File: src/rtl/mamba2_pkg.sv
// rtl/mamba2_pkg.sv - shared mamba2 constants and FP16 multiply helper
//
// Purpose : FP16 word width, default xD alignment geometry and the FP16 product
//           function used by the multiplier wrapper.
// Contents: FP16_W, DEF_H, DEF_P, DEF_MUL_LAT, DEF_FIFO_DEPTH, fp16_mul().
package mamba2_pkg;

    localparam int FP16_W         = 16;
    localparam int DEF_H          = 24;
    localparam int DEF_P          = 64;
    localparam int DEF_MUL_LAT    = 6;
    localparam int DEF_FIFO_DEPTH = 32;

    // IEEE binary16 multiply, round-to-nearest-even. Subnormal inputs and
    // results are flushed to signed zero; any NaN yields the canonical quiet NaN.
    function automatic logic [15:0] fp16_mul(input logic [15:0] a, input logic [15:0] b);
        logic               sgn;
        logic [4:0]         ea;
        logic [4:0]         eb;
        logic [9:0]         ma;
        logic [9:0]         mb;
        logic               a_nan;
        logic               b_nan;
        logic               a_inf;
        logic               b_inf;
        logic               a_zero;
        logic               b_zero;
        logic [21:0]        prod;
        logic signed [7:0]  exp_s;
        logic [10:0]        mant_r;
        logic               guard;
        logic               sticky;
        logic [15:0]        res;

        sgn    = a[15] ^ b[15];
        ea     = a[14:10];
        eb     = b[14:10];
        ma     = a[9:0];
        mb     = b[9:0];
        a_nan  = (ea == 5'h1F) && (ma != 10'd0);
        b_nan  = (eb == 5'h1F) && (mb != 10'd0);
        a_inf  = (ea == 5'h1F) && (ma == 10'd0);
        b_inf  = (eb == 5'h1F) && (mb == 10'd0);
        a_zero = (ea == 5'h00);
        b_zero = (eb == 5'h00);

        prod  = 22'({1'b1, ma}) * 22'({1'b1, mb});
        exp_s = $signed({3'b000, ea}) + $signed({3'b000, eb}) - 8'sd15;

        // Product of two 1.xxx mantissas lies in [1,4); normalise to 1.xxx.
        if (prod[21]) begin
            mant_r = {1'b0, prod[20:11]};
            guard  = prod[10];
            sticky = |prod[9:0];
            exp_s  = exp_s + 8'sd1;
        end else begin
            mant_r = {1'b0, prod[19:10]};
            guard  = prod[9];
            sticky = |prod[8:0];
        end

        if (guard && (sticky || mant_r[0])) begin
            mant_r = mant_r + 11'd1;
        end
        // Rounding carried into the hidden bit: mantissa becomes 1.000.
        if (mant_r[10]) begin
            mant_r = 11'd0;
            exp_s  = exp_s + 8'sd1;
        end

        if (a_nan || b_nan || (a_inf && b_zero) || (b_inf && a_zero)) begin
            res = 16'h7E00;
        end else if (a_inf || b_inf) begin
            res = {sgn, 5'h1F, 10'h000};
        end else if (a_zero || b_zero) begin
            res = {sgn, 15'h0000};
        end else if (exp_s >= 8'sd31) begin
            res = {sgn, 5'h1F, 10'h000};
        end else if (exp_s <= 8'sd0) begin
            res = {sgn, 15'h0000};
        end else begin
            res = {sgn, exp_s[4:0], mant_r[9:0]};
        end
        return res;
    endfunction

endpackage

File: src/rtl/fp16_mul_wrapper.sv
// rtl/fp16_mul_wrapper.sv - fixed-latency pipelined FP16 multiplier
//
// Purpose : result = a * b, valid_out asserted exactly LAT cycles after valid_in.
// Ports   : clk, rst (async active-high), flush (sync drop of in-flight valids),
//           valid_in, a, b, result, valid_out.
module fp16_mul_wrapper
    import mamba2_pkg::*;
#(
    parameter int LAT = DEF_MUL_LAT
) (
    input  logic              clk,
    input  logic              rst,
    input  logic              flush,
    input  logic              valid_in,
    input  logic [FP16_W-1:0] a,
    input  logic [FP16_W-1:0] b,
    output logic [FP16_W-1:0] result,
    output logic              valid_out
);

    logic [LAT-1:0]    r_vld;
    logic [FP16_W-1:0] r_res [LAT];

    always_ff @(posedge clk or posedge rst) begin
        if (rst) begin
            r_vld <= '0;
        end else if (flush) begin
            r_vld <= '0;
        end else begin
            r_vld <= (r_vld << 1) | LAT'(valid_in);
        end
    end

    // Data stages carry no reset; only the valid chain qualifies them.
    always_ff @(posedge clk) begin
        r_res[0] <= fp16_mul(a, b);
        for (int i = 1; i < LAT; i++) begin
            r_res[i] <= r_res[i-1];
        end
    end

    assign result    = r_res[LAT-1];
    assign valid_out = r_vld[LAT-1];

endmodule

File: src/rtl/xd_align.sv
// rtl/xd_align.sv - x*D[h] product generation and alignment with the y partial stream
//
// Purpose : Holds per-head D values, multiplies each streamed x by D[h], buffers
//           the products in a FIFO and pairs each with the matching ytmp word.
// Ports   : clk, rstn (async, active-high), clear_i (sync restart),
//           d_we_i/d_addr_i/d_data_i  D table write,
//           x_valid_i/x_i             x stream (p fastest, then h),
//           ytmp_valid_i/ytmp_i       y partial stream,
//           valid_o/ytmp_o/xD_o       aligned output pair,
//           count_o                   FIFO occupancy,
//           ovf_o/udf_o               sticky overflow/underflow flags
//                                     (only with XD_ALIGN_ERR_FLAGS_EN defined).
module xd_align
    import mamba2_pkg::*;
#(
    parameter int DW         = FP16_W,
    parameter int H          = DEF_H,
    parameter int P          = DEF_P,
    parameter int MUL_LAT    = DEF_MUL_LAT,
    parameter int FIFO_DEPTH = DEF_FIFO_DEPTH
) (
    input  logic                        clk,
    input  logic                        rstn,
    input  logic                        clear_i,
    input  logic                        d_we_i,
    input  logic [$clog2(H)-1:0]        d_addr_i,
    input  logic [DW-1:0]               d_data_i,
    input  logic                        x_valid_i,
    input  logic [DW-1:0]               x_i,
    input  logic                        ytmp_valid_i,
    input  logic [DW-1:0]               ytmp_i,
    output logic                        valid_o,
    output logic [DW-1:0]               ytmp_o,
    output logic [DW-1:0]               xD_o,
`ifdef XD_ALIGN_ERR_FLAGS_EN
    output logic                        ovf_o,
    output logic                        udf_o,
`endif
    output logic [$clog2(FIFO_DEPTH):0] count_o
);

    localparam int AW  = $clog2(H);
    localparam int PW  = (P > 1) ? $clog2(P) : 1;
    localparam int FAW = $clog2(FIFO_DEPTH);

    localparam logic [AW:0]   H_LIM    = (AW+1)'(H);
    localparam logic [AW-1:0] H_LAST   = AW'(H - 1);
    localparam logic [PW-1:0] P_LAST   = PW'(P - 1);
    localparam logic [FAW:0]  FULL_CNT = (FAW+1)'(FIFO_DEPTH);

    logic [DW-1:0]  r_d [H];
    logic [PW-1:0]  r_p_cnt;
    logic [AW-1:0]  r_h_cnt;
    logic [DW-1:0]  r_mem [FIFO_DEPTH];
    logic [FAW-1:0] r_wr_ptr;
    logic [FAW-1:0] r_rd_ptr;
    logic [FAW:0]   r_count;

    logic           w_x_acc;
    logic [DW-1:0]  w_d_sel;
    logic           w_mul_vld;
    logic [DW-1:0]  w_mul_res;
    logic           w_empty;
    logic           w_full;
    logic           w_pop;
    logic           w_push;

    // clear_i wins over any stream activity in the same cycle.
    assign w_x_acc = x_valid_i & ~clear_i;
    // Combinational read of the register: a same-cycle write lands after the edge.
    assign w_d_sel = r_d[r_h_cnt];

    always_ff @(posedge clk or posedge rstn) begin
        if (rstn) begin
            for (int i = 0; i < H; i++) begin
                r_d[i] <= '0;
            end
        end else if (d_we_i && ({1'b0, d_addr_i} < H_LIM)) begin
            r_d[d_addr_i] <= d_data_i;
        end
    end

    always_ff @(posedge clk or posedge rstn) begin
        if (rstn) begin
            r_p_cnt <= '0;
            r_h_cnt <= '0;
        end else if (clear_i) begin
            r_p_cnt <= '0;
            r_h_cnt <= '0;
        end else if (w_x_acc) begin
            if (r_p_cnt == P_LAST) begin
                r_p_cnt <= '0;
                r_h_cnt <= (r_h_cnt == H_LAST) ? '0 : r_h_cnt + 1'b1;
            end else begin
                r_p_cnt <= r_p_cnt + 1'b1;
            end
        end
    end

    fp16_mul_wrapper #(
        .LAT (MUL_LAT)
    ) u_mul (
        .clk       (clk),
        .rst       (rstn),
        .flush     (clear_i),
        .valid_in  (w_x_acc),
        .a         (x_i),
        .b         (w_d_sel),
        .result    (w_mul_res),
        .valid_out (w_mul_vld)
    );

    assign w_empty = (r_count == '0);
    assign w_full  = (r_count == FULL_CNT);
    // An empty FIFO refuses the pop even if a product arrives this cycle.
    assign w_pop   = ytmp_valid_i & ~w_empty & ~clear_i;
    // A full FIFO still accepts a push when a pop frees a slot in the same cycle.
    assign w_push  = w_mul_vld & (~w_full | w_pop) & ~clear_i;

    always_ff @(posedge clk) begin
        if (w_push) begin
            r_mem[r_wr_ptr] <= w_mul_res;
        end
    end

    always_ff @(posedge clk or posedge rstn) begin
        if (rstn) begin
            r_wr_ptr <= '0;
            r_rd_ptr <= '0;
            r_count  <= '0;
        end else if (clear_i) begin
            r_wr_ptr <= '0;
            r_rd_ptr <= '0;
            r_count  <= '0;
        end else begin
            if (w_push) begin
                r_wr_ptr <= r_wr_ptr + 1'b1;
            end
            if (w_pop) begin
                r_rd_ptr <= r_rd_ptr + 1'b1;
            end
            case ({w_push, w_pop})
                2'b10:   r_count <= r_count + 1'b1;
                2'b01:   r_count <= r_count - 1'b1;
                default: r_count <= r_count;
            endcase
        end
    end

    always_ff @(posedge clk or posedge rstn) begin
        if (rstn) begin
            valid_o <= 1'b0;
            xD_o    <= '0;
            ytmp_o  <= '0;
        end else begin
            valid_o <= w_pop;
            if (w_pop) begin
                xD_o   <= r_mem[r_rd_ptr];
                ytmp_o <= ytmp_i;
            end
        end
    end

    assign count_o = r_count;

`ifdef XD_ALIGN_ERR_FLAGS_EN
    logic r_ovf;
    logic r_udf;

    always_ff @(posedge clk or posedge rstn) begin
        if (rstn) begin
            r_ovf <= 1'b0;
            r_udf <= 1'b0;
        end else if (clear_i) begin
            r_ovf <= 1'b0;
            r_udf <= 1'b0;
        end else begin
            if (w_mul_vld && w_full && !w_pop) begin
                r_ovf <= 1'b1;
            end
            if (ytmp_valid_i && w_empty) begin
                r_udf <= 1'b1;
            end
        end
    end

    assign ovf_o = r_ovf;
    assign udf_o = r_udf;
`endif

endmodule

File: config.mk
export PLATFORM = sky130hd
export DESIGN_NAME = xd_align
export DESIGN_NICKNAME = d
export VERILOG_FILES = /design/src/rtl/mamba2_pkg.sv /design/src/rtl/fp16_mul_wrapper.sv /design/src/rtl/xd_align.sv
export SDC_FILE = /design/constraint.sdc
export NUM_CORES = 2
export LEC_CHECK = 0
export ABC_CLOCK_PERIOD_IN_PS = 32100
export BUFFER_PORTS_ARGS = -buffer_cell sky130_fd_sc_hd__buf_4
export CAP_MARGIN = 10
export CELL_PAD_IN_SITES_DETAIL_PLACEMENT = 1
export CELL_PAD_IN_SITES_GLOBAL_PLACEMENT = 1
export CORE_MARGIN = 3
export CORE_UTILIZATION = 25
export DETAILED_ROUTE_END_ITERATION = 7
export PLACE_DENSITY_LB_ADDON = 0.05
export SYNTH_ARGS = -nofsm -noshare
export SYNTH_HDL_FRONTEND = slang
export SYNTH_SLANG_ARGS = --single-unit
File: constraint.sdc
create_clock -name clk -period 32.1 [get_ports clk]
set_input_delay 3.21 -clock clk [delete_from_list [all_inputs] [get_ports clk]]
set_output_delay 3.21 -clock clk [all_outputs]
set_load 0.03 [all_outputs]
=== Word-level counts from Yosys, hierarchy flattened ===
Memory sizes are Yosys's and may differ from the RTL's. A register that Yosys moved wholly into a read port is not among the register bits.
Index checks and enable logic that the tools add are counted.

* Flip-flop bits (word level): 434
* Latch bits: 0
* Bits in writable memories: 608
* Bits in read-only memories: 0
* Output and inout port bits: 39
* Logic and storage cells: 136
* Memories kept: 2

* $add $sub $neg: 11
* $mul: 1
* Div/mod/pow operators: 0
* Order comparisons: 6
* Equal/unequal tests: 7
* Shift operators: 0
* Muxes and demuxes: 34
* Bitwise operators: 13
* Reduce and logical (&&, ||, !) cells: 30

{| class="wikitable"
|+ Memories
! memory !! words !! width !! read ports !! clocked after Yosys merged registers in !! write ports !! RTL line !! text
|-
| r_mem || 32 || 16 || 1 || 1 || 1 || xd_align.sv:54 || <nowiki>logic [DW-1:0] r_mem [FIFO_DEPTH];</nowiki>
|-
| u_mul.r_res || 6 || 16 || 6 || 0 || 6 || fp16_mul_wrapper.sv:22 || <nowiki>logic [FP16_W-1:0] r_res [LAT];</nowiki>
|}

{| class="wikitable"
|+ Operator list
! cell !! number
|-
| bitwise mux 384 bit || 1
|-
| binary-select mux 16 bit (select 5 bit) || 1
|-
| demux 16 bit (select 5 bit) || 1
|-
| 2-to-1 mux 16 bit || 4
|-
| 2-to-1 mux 15 bit || 4
|-
| 2-to-1 mux 5 bit || 8
|-
| 2-to-1 mux 6 bit || 5
|-
| multiplier 11 x 11 -> 22 bit || 1
|-
| zero test 10 bit || 2
|-
| 2-to-1 mux 10 bit || 2
|-
| nonzero test 10 bit || 2
|-
| adder 8 x 2 -> 8 bit (second input constant) || 2
|-
| 2-to-1 mux 8 bit || 2
|-
| adder 5 x 1 -> 5 bit (second input constant) || 3
|-
| == test 5 bit (second input constant) || 3
|-
| adder 6 x 1 -> 6 bit (second input constant) || 2
|-
| == test 6 bit (second input constant) || 2
|-
| greater-or-equal comparator 6 bit (second input constant) || 2
|-
| NOT 5 -> 6 bit || 2
|-
| one-hot mux 6 bit (2 select lines) || 1
|-
| adder 10 x 1 -> 11 bit (second input constant) || 1
|-
| 2-to-1 mux 11 bit || 1
|-
| zero test 5 bit || 2
|-
| OR reduction 10 bit || 1
|-
| 22 further kinds || 47
|}

=== Depth between registers and ports, before layout ===
* Depth after elaboration: 17
* Mapped depth: 40
* Depth with buffers taken out: 33

=== By module ===
A second synthesis with hierarchy kept.

* Cells, all modules: 3,151
* Area total of the unflattened synthesis: 48,048.6 um^2

{| class="wikitable"
|+ By module, submodules not included
! module !! instances !! cells an instance !! area each (um^2)
|-
| xd_align || 1 || 2,291 || 40,149.8
|-
| fp16_mul_wrapper || 1 || 860 || 7,898.8
|}

=== Worst setup path after synthesis ===
OpenSTA, ideal clock, no wires.

* Kind: input port to flip-flop
* Start: input x_i[6]
* End: memory u_mul.r_res[0][9]
* Library setup time: 96 ps
* Data arrival time: 10,017 ps
* Path slack: 21,987 ps
* Cell stages on the path: 27
* Buffers on the path: 4
* Cell sequence: clkbuf_1 inv_1 nor2_1 fa_1 fa_1 fa_1 fa_1 inv_1 fa_1 inv_1 ha_1 clkbuf_1 nand4_1 a211oi_1 nor4_2 nor2_1 clkbuf_1 buf_1 mux2i_1 ha_1 inv_1 a221oi_4 nor4b_4 a31oi_1 nor2_1 nand4b_2 o41ai_2

{| class="wikitable"
|+ RTL lines
! what !! RTL line !! text
|-
| start: declaration || xd_align.sv:29 || <nowiki>input logic [DW-1:0] x_i,</nowiki>
|-
| end: declaration || fp16_mul_wrapper.sv:22 ||
|}

==> impl_metrics.py <==
metrics = {
    "outcome": {
        "outcome": "completed",
    },
    "synthesis": {
        "ys_ff_latch": 1058,
        "synth_enable_flop_cells": 512,
        "synth_area_leaders": "edfxtp_1, dfrtp_1, mux4_2",
        "synth_warnings": 0,
        "synth_nets": 3281,
        "syn_inst": 3060,
        "ys_types": 94,
        "netlist_area_mm2": 0.04791,
        "yosys.area.top_type_share_pct": 32.09,
        "seq_area_frac_synth_pct": 59.60,
        "synth_area_leader_cell": "edfxtp_1",
        "async_flop_share_pct": 42.53,
        "ys.flop_type": "edfxtp_1",
        "avgSynthCellArea_um2": 15.66,
    },
    "pwr": {
        "ir_drop_uv": 58.45,
        "p_int_mw": 3.279,
        "p_comb_share_pct": 36.0,
        "power.share.sequential_pct": 34.2,
        "leakage_nw": 21.48,
        "p_switching_mw": 1.853,
        "p_per_area_mw_per_mm2": 90.97,
        "power_frac_clock_pct": 29.8,
        "switching_share_pct": 36.11,
    },
    "timing": {
        "fin_crit_sh_pct": 32.23,
        "skew_ps": 27.95,
        "hold_violations": 0,
        "worstMarginPinSlew_ps": 1191,
        "whs_ps": 322.2,
        "setup_violations": 0,
        "fin_crit_ps": 10350,
        "tns_ps": 0,
        "rsz0062_at_grt": "false",
        "drv_slew": 0,
        "max_freq_mhz": 96.65,
        "relSlewSlack_pct": 20.47,
    },
    "hold_path": {
        "hold_path.class": "reg2reg",
    },
    "floorplanning": {
        "ios": 98,
        "start_util_pct": 25.17,
        "die_h_um": 443.8,
        "core_area_mm2": 0.1904,
        "die_area_mm2": 0.1969,
        "row_count": 160,
        "die_w_um": 443.8,
    },
    "cts": {
        "cts_setup_buffers": 0,
        "clk_latency_ps": 760,
        "cts-buffers-inserted": 134,
        "clk_root_buffer_cell": "clkbuf_16",
        "clock_sinks": 1058,
        "cts-resized-gates": 0,
        "cts_tree": "done",
        "cts_max_level": 4,
        "hold_buffers": 0,
        "clkTransAtPathRegs_ps": 60,
        "clock_path_buffers": 3,
    },
    "detailed_routing": {
        "vias_per_cell": 4.595,
        "routedWlPerCell_um": 25.08,
        "postRouteAntennaNets": 0,
        "dr_total_vias": 26640,
        "routed_wl_um": 145400,
        "drt_iter0_drc": 1178,
        "drtPass1Iterations": 4,
        "drc": 0,
    },
    "global_route": {
        "grt_pass1_wl_um": 213600,
        "grt-ovfl-total": 0,
        "grt_max_degree": 78,
        "antenna_found_initial": 3,
        "grt_pass1_vias": 30440,
        "grt_usage_pct": 14.80,
    },
    "setup_path": {
        "endpoint_kind": "flip-flop",
        "worstPathArrival_ps": 10980,
        "max_stage_delay_ps": 1070,
        "crit_fanout": 41,
        "slowest_stage": "dfrtp_4",
        "path_common_cell": "fa_1",
        "startpoint_type": "flip-flop",
        "worstPathRequired_ps": 32730,
        "path_class": "reg2reg",
    },
    "placement": {
        "numPortBuffers": 97,
        "dp_hpwl_um": 92040,
        "gp_congestion": 0.7308,
        "dp.cells": 5552,
    },
    "cells_and_area": {
        "drive_gt1_share_pct": 33.20,
        "layout.nets": 3401,
        "fill_cells": 19660,
        "finalNonFillerCells": 5798,
        "area.growth.synth_to_final_pct": 17.74,
    },
    "run": {
        "cap_violations": 0,
    },
}
==> power by group through the flow <==
stage / clock, mW / combinational [mW] / sequential [mW]
global route: 1.65 / 2.07 / 1.78
detailed placement: 0 / 1.87 / 1.79
global placement: 0 / 1.85 / 1.78
CTS: 1.60 / 1.88 / 1.76
finish: 1.53 / 1.85 / 1.76
floorplan: 0 / 1.31 / 1.76
==> worst max-delay path, delay by kind of cell, from the launching register on <==
family | cells | cell delay [ps]
compound gates | 9 | 2020
simple gates | 6 | 1400
xor+xnor | 1 | 140
mux | 2 | 1160
fa+ha+maj | 7 | 3240
buf+inv | 6 | 1160
flops | 1 | 1070
==> metal layers <==
metal / global-route usage [%] / part of all wire (%) / wire, µm / vias up
met3: 2.317 / 2.6 / 3723 / 194
met5: 0 / 0 / 0 / -
li1: - / - / - / 11680
met2: 26.89 / 53 / 76630 / 349
met4: 4.162 / 2.4 / 3448 / 0
met1: 18.04 / 42 / 61630 / 14420
==> layout by cell type, fill, tap and decap left out, types with 10 or more instances in the layout <==
master	count
nor2_4	21
clkinv_2	14
dfrtp_1	443
nand4_1	16
clkbuf_1	30
xnor2_1	26
nand3_1	24
clkbuf_16	138
and2_1	33
o21ai_0	45
bufinv_16	10
a21oi_1	48
clkinv_1	12
o211ai_1	16
fa_1	82
nor2_1	100
buf_4	160
inv_1	133
nor3_1	27
nor2_2	11
a31oi_1	13
nor2b_1	37
mux2_2	386
ha_1	80
edfxtp_1	512
mux4_2	254
xor2_1	22
dfxtp_1	96
nand2_1	190
mux2i_1	60
clkbuf_8	22
nand2b_1	12
==> flip-flops by register name (all words and copies together), names as in the netlist <==
signal,count
count_o,6
r_d,384
r_h_cnt,5
r_mem,512
r_p_cnt,6
r_rd_ptr,5
r_wr_ptr,5
u_mul.r_res,96
u_mul.r_vld,6
valid_o,1
xD_o,16
ytmp_o,16
==> cell usage after synthesis, drive strengths merged, types with 45 or more instances <==
library cell  number
ha                80
clkbuf           135
a21oi             56
mux2i             61
mux4             254
dfxtp             96
inv              134
o21ai             58
nand2            191
edfxtp           512
fa                82
dfrtp            450
nor2             132
mux2             387
buf               45
==> worst paths after layout <==
check / startpoint / end / slack [ps] / cells past startpoint
min in group asynchronous: rstn / xD_o[2]$_DFFE_PP0P_ / 2510 / 2
worst max register to register: r_h_cnt[0]$_DFFE_PP0P_ / u_mul.r_res[0][11]$_SDFF_PP1_ / 21750 / 31
worst min register to register: u_mul.r_res[3][7]$_DFF_P_ / u_mul.r_res[4][7]$_DFF_P_ / 320 / 0
max in group asynchronous: rstn / r_d[136]$_DFFE_PP0P_ / 25810 / 6
worst min-delay path: u_mul.r_res[3][7]$_DFF_P_ / u_mul.r_res[4][7]$_DFF_P_ / 320 / 0
worst max-delay path: r_h_cnt[0]$_DFFE_PP0P_ / u_mul.r_res[0][11]$_SDFF_PP1_ / 21750 / 31
==> stage by stage <==
| stage | area, µm² | worst slack (ps) | utilization (%) | total power [mW] |
|---|---|---|---|---|
| floorplan | 47910 | 16350 | - | 3.066 |
| global placement | 51790 | 21590 | 27.20 | 3.626 |
| detailed placement | 51800 | 21400 | 27.21 | 3.655 |
| CTS | 56340 | 21520 | 29.59 | 5.235 |
| global route | 56410 | 20870 | 29.63 | 5.495 |
| finish | 56410 | 21750 | 29.63 | 5.132 |
==> kinds of logic after synthesis <==
kind of cell | share of synthesized area (%)
flops | 59.60
mux | 22.33
simple gates | 5.463
buf+inv | 2.588
compound gates | 3.384
fa+ha+maj | 5.536
xor+xnor | 1.099
==> layout make-up <==
class                   instances  area (µm²)  area share (%)
clock inverters                52       669.4           1.187
inverters                     135       514.2          0.9116
flip-flops and latches       1058       28580           50.65
repair buffers                164        1291           2.289
diodes                          1       2.502        0.004436
clock buffers                 190        3869           6.858
multi-input cells            1687       18350           32.53
well taps                    2511        3142           5.569
No activity file was read; power rests on OpenSTA's default activity.
